==> config.mk <==
export PLATFORM = sky130hd
export DESIGN_NAME = nibble_serial_addsub_ctrl
export DESIGN_NICKNAME = d
export VERILOG_FILES = /design/src/rtl/nibble_serial_addsub_ctrl_pkg.sv /design/src/rtl/nibble_serial_addsub_ctrl_rca4.sv /design/src/rtl/nibble_serial_addsub_ctrl.sv
export SDC_FILE = /design/constraint.sdc
export NUM_CORES = 1
export LEC_CHECK = 0
export BUFFER_PORTS_ARGS = -buffer_cell sky130_fd_sc_hd__buf_4
export CAP_MARGIN = 40
export CORE_MARGIN = 1
export CORE_UTILIZATION = 45
export DETAILED_ROUTE_END_ITERATION = 7
export PLACE_DENSITY_LB_ADDON = 0.2
export SYNTH_ARGS = -nofsm -noshare
export SYNTH_HDL_FRONTEND = slang
export SYNTH_SLANG_ARGS = --single-unit
export TNS_END_PERCENT = 30
==> constraint.sdc <==
create_clock -name clk -period 4.45 [get_ports clk]
set_clock_uncertainty 0.1 [all_clocks]
set_input_delay 0.89 -clock clk [delete_from_list [all_inputs] [get_ports clk]]
set_output_delay 0.89 -clock clk [all_outputs]
set_load 0.05 [all_outputs]
==> src/rtl/nibble_serial_addsub_ctrl_pkg.sv <==
// Shared constants for the nibble-serial add/subtract sequencer.
// State encodings are kept as plain 2-bit constants for compatibility with existing code.
package nibble_serial_addsub_ctrl_pkg;

  localparam int unsigned NIBBLE_W = 4;
  localparam int unsigned DATA_W   = 16;

  localparam logic [1:0] ST_IDLE = 2'd0;
  localparam logic [1:0] ST_RUN  = 2'd1;
  localparam logic [1:0] ST_DONE = 2'd2;

  typedef logic [NIBBLE_W-1:0] nibble_t;
  typedef logic [DATA_W-1:0]   word_t;

  // Two's-complement overflow from the final operand and sum sign bits.
  function automatic logic signed_ovf(input logic a_msb, input logic b_msb, input logic s_msb);
    return (a_msb == b_msb) && (s_msb != a_msb);
  endfunction

endpackage

==> src/rtl/nibble_serial_addsub_ctrl_rca4.sv <==
// 4-bit ripple-carry adder slice reused by the nibble-serial sequencer.
module nibble_serial_addsub_ctrl_rca4
  import nibble_serial_addsub_ctrl_pkg::*;
(
  input  logic [NIBBLE_W-1:0] a,
  input  logic [NIBBLE_W-1:0] b,
  input  logic                cin,
  output logic [NIBBLE_W-1:0] sum,
  output logic                cout
);

  logic c;

  always_comb begin
    c   = cin;
    sum = '0;
    for (int unsigned i = 0; i < NIBBLE_W; i++) begin
      sum[i] = a[i] ^ b[i] ^ c;
      c      = (a[i] & b[i]) | (c & (a[i] ^ b[i]));
    end
    cout = c;
  end

endmodule

==> src/rtl/nibble_serial_addsub_ctrl.sv <==
// 16-bit add/subtract computed one nibble per cycle on a shared 4-bit adder,
// least-significant nibble first, with a start/busy/done handshake.
module nibble_serial_addsub_ctrl
  import nibble_serial_addsub_ctrl_pkg::*;
#(
  parameter int unsigned NIBBLES = 4
) (
  input  logic              clk,
  input  logic              rst_n,
  input  logic              start,
  input  logic              sub,
  input  logic [DATA_W-1:0] a,
  input  logic [DATA_W-1:0] b,
  output logic              busy,
  output logic              done,
  output logic [DATA_W-1:0] result,
  output logic              cout,
  output logic              ovf
);

  localparam logic [1:0] IDX_LAST = 2'(NIBBLES - 1);

  logic [1:0]        state;
  logic [1:0]        idx;
  logic              carry;
  logic [DATA_W-1:0] a_r;
  logic [DATA_W-1:0] b_eff_r;

  nibble_t           a_nib;
  nibble_t           b_nib;
  nibble_t           sum_nib;
  logic              add_cout;

  assign a_nib = a_r[{idx, 2'b00} +: NIBBLE_W];
  assign b_nib = b_eff_r[{idx, 2'b00} +: NIBBLE_W];

  nibble_serial_addsub_ctrl_rca4 u_rca4 (
    .a    (a_nib),
    .b    (b_nib),
    .cin  (carry),
    .sum  (sum_nib),
    .cout (add_cout)
  );

  assign busy = (state == ST_RUN);
  assign done = (state == ST_DONE);

  always_ff @(posedge clk) begin
    if (!rst_n) begin
      state   <= ST_IDLE;
      idx     <= '0;
      carry   <= 1'b0;
      a_r     <= '0;
      b_eff_r <= '0;
      result  <= '0;
      cout    <= 1'b0;
      ovf     <= 1'b0;
    end else begin
      case (state)
        ST_IDLE, ST_DONE: begin
          if (start) begin
            // Subtraction is a + ~b + 1: the +1 enters as the initial carry.
            a_r     <= a;
            b_eff_r <= sub ? ~b : b;
            carry   <= sub;
            idx     <= '0;
            result  <= '0;
            state   <= ST_RUN;
          end else begin
            state   <= ST_IDLE;
          end
        end
        ST_RUN: begin
          result[{idx, 2'b00} +: NIBBLE_W] <= sum_nib;
          carry <= add_cout;
          if (idx == IDX_LAST) begin
            // Bit 15 is taken straight from the adder; the result register updates on this same edge.
            cout  <= add_cout;
            ovf   <= signed_ovf(a_r[DATA_W-1], b_eff_r[DATA_W-1], sum_nib[NIBBLE_W-1]);
            state <= ST_DONE;
          end else begin
            idx   <= idx + 2'd1;
          end
        end
        default: state <= ST_IDLE;
      endcase
    end
  end

endmodule

==> impl_metrics.env <==
export IMPL_outcome="finished clean"
export IMPL_tightestPinTransition_ns=0.5379
export IMPL_synth_seq_cells=55
export IMPL_io_pins=56
export IMPL_clockBufferDepth=2
export IMPL_synth_distinct_cells=34
export IMPL_p_comb_share_pct=18.6
export IMPL_max_slew_margin_rel_pct=63.92
export IMPL_cts_inserted_buffers=5
export IMPL_vdd_ir_drop_max_uv=160.2
export IMPL_gp_congestion=0.8315
export IMPL_fin_cells=389
export IMPL_clkTransAtPathRegs_ns=0.09
export IMPL_initial_core_util_pct=47.68
export IMPL_ant_nets=0
export IMPL_drt_pass1_iterations=4
export IMPL_syn_avg_cell_area_um2=9.250
export IMPL_drive_gt1_share_pct=25.08
export IMPL_wl_um=5086
export IMPL_post_cts_resized=0
export IMPL_dr_first_iter_drc_count=67
export IMPL_fin_total_pwr_uw=993.8
export IMPL_fin_ws_ns=1.111
export IMPL_fillCellCount=489
export IMPL_fin_crit_ns=3.339
export IMPL_hold_viol=0
export IMPL_antenna_cells=0
export IMPL_post_drt_via_cell_ratio=5.118
export IMPL_dpl_cell_count=381
export IMPL_antenna_found_initial=0
export IMPL_synthesis_area_um2=2497
export IMPL_track_usage_pct=18.96
export IMPL_cp_required_ns=4.55
export IMPL_h_tree_depth=2
export IMPL_ys_warn_count=0
export IMPL_fmax_mhz=299.5
export IMPL_setup_viol=0
export IMPL_grt_pass1_vias=1914
export IMPL_cts_sinks=55
export IMPL_overflow=0
export IMPL_drv_slew=0
export IMPL_cap_violations=0
export IMPL_area_delta_synth_final_pct=22.44
export IMPL_internal_power_uw=716.3
export IMPL_die_w_um=76.50
export IMPL_synth_enable_flop_cells=0
export IMPL_ys_seq_area_share_pct=44.09
export IMPL_rows=26
export IMPL_syn_inst=270
export IMPL_hpwl_um=3842
export IMPL_synth_top_area_share_pct=44.09
export IMPL_syn_nets=314
export IMPL_rsz0062_at_grt="no"
export IMPL_layout_nets=362
export IMPL_die_area_um2=5851
export IMPL_vias=1991
export IMPL_synth_flop_cell="dfxtp_1"
export IMPL_timing_hold_ws_ns=0.3572
export IMPL_switching_power_uw=277.5
export IMPL_ctsHoldBuffers=0
export IMPL_power_density_nw_per_um2=325.0
export IMPL_route_detailed_drc=0
export IMPL_fin_setup_tns_ns=0
export IMPL_synth_area_leader_cell="dfxtp_1"
export IMPL_cp_arrival_ns=3.44
export IMPL_critPathKind="reg2reg"
export IMPL_seqPwrFrac_pct=54.3
export IMPL_portBuffers=55
export IMPL_hp_class="reg2reg"
export IMPL_fp_dieH_um=76.50
export IMPL_period_share_pct=75.04
export IMPL_grt_max_degree=37
export IMPL_insertion_delay_ns=0.31
export IMPL_post_cts_buffers=0
export IMPL_worstPathMaxFanout=8
export IMPL_switching_share_pct=27.93
export IMPL_core_area_um2=5238
export IMPL_grt_pass1_wl_um=8776
export IMPL_async_flop_share_pct=0
export IMPL_start_kind="flop"
export IMPL_wl_per_cell_um=13.07
export IMPL_dpl_worst_slack_ns=1.075
export IMPL_cts_root_buffer="clkbuf_8"
export IMPL_p_leak_uw=0.001187
export IMPL_clockPowerShare_pct=27.2
export IMPL_synth_area_leaders="dfxtp_1, mux4_2, nand2_1, xnor2_1, a211oi_1"
export IMPL_cp_end_kind="flop"
export IMPL_cts_tree="built"
## routing by layer
metal / routed length, µm / track usage [%] / vias up / share of wire [%]
met5: 0 / 0 / - / 0
met1: 2351 / 23.15 / 904 / 46
met3: 229 / 4.910 / 9 / 4.5
met4: 90 / 7.500 / 0 / 1.8
li1: - / - / 1027 / -
met2: 2415 / 31.80 / 51 / 47
## Yosys cell counts, drive strengths merged, types with 6 or more instances
master and number:
mux4 8, nand3 8, a211oi 18, inv 15, nor2 21, dfxtp 55, clkbuf 8, nand2 40
nand4 6, buf 10, a21oi 24, xnor2 16
## layout make-up
cell class,instances,area [µm²],share of cell area (%)
Multi-Input combinational cell,181,1261,41.24
Clock inverter,2,12.51,0.4092
Timing Repair Buffer,59,462.9,15.14
Tap cell,70,87.58,2.864
Inverter,16,60.06,1.964
Sequential cell,55,1101,36.01
Clock buffer,6,72.57,2.373
## power groups by stage
| stage | sequential, µW | combinational, µW | clock [µW] |
|---|---|---|---|
| detailed placement | 551 | 185 | 0 |
| CTS | 540 | 185 | 280 |
| finish | 539 | 185 | 270 |
| global route | 543 | 203 | 294 |
| global placement | 551 | 179 | 0 |
| floorplan | 549 | 123 | 0 |
## metrics by stage
step           util [%]  area, µm²
2_1_floorplan         -       2497
3_3_place_gp      56.24       2945
3_5_place_dp      56.76       2973
4_1_cts           58.39       3058
5_1_grt           58.39       3058
6_report          58.39       3058
## logic make-up after synthesis
kind of cell    after synthesis  share of synthesized area, %
simple gates                 93                         17.84
compound gates               56                         14.33
flops                        55                         44.09
buf+inv                      34                         5.711
xor+xnor                     16                         5.611
mux                           8                         7.214
fa+ha+maj                     8                         5.211
## worst max-delay path, cell delays in order (launching register included)
cell	delay [ns]
dfxtp_1	0.62
mux4_2	0.56
inv_1	0.09
fa_1	0.16
inv_1	0.05
fa_1	0.36
inv_1	0.08
fa_1	0.16
inv_1	0.05
fa_1	0.54
and3b_1	0.19
a211oi_1	0.20
nor3_1	0.08
## placed cells by master (no fill, tap or decap), types with 2 or more instances in the layout
cell	synthesis	final
clkbuf_8	0	5
nor2_1	21	21
dfxtp_1	55	55
mux4_2	8	8
fa_1	4	4
ha_1	4	4
nand3b_1	3	3
o22ai_1	3	3
a21oi_1	24	24
inv_1	15	15
nand2b_1	3	3
xnor2_1	16	16
o21ai_0	5	5
buf_4	1	58
or3_1	2	2
nand3_1	8	8
o2bb2ai_1	4	4
a211oi_1	17	17
or4_1	2	2
nand4_1	6	6
nand2_1	40	40
## worst paths after layout
| check | to | from | cells past startpoint | slack (ns) |
|---|---|---|---|---|
| max | ovf | idx[0] | 12 | 1.11 |
| min | a_r[0] | a_r[0] | 2 | 0.36 |
| max reg2reg | ovf | idx[0] | 12 | 1.11 |
| min reg2reg | a_r[0] | a_r[0] | 2 | 0.36 |
## flip-flops by register name, indices dropped and copies added (netlist names)
register and cells:
a_r 16, b_eff_r 16, result 16, idx 2
state 2, carry 1, cout 1, ovf 1
(Power assumes the default switching activity.)
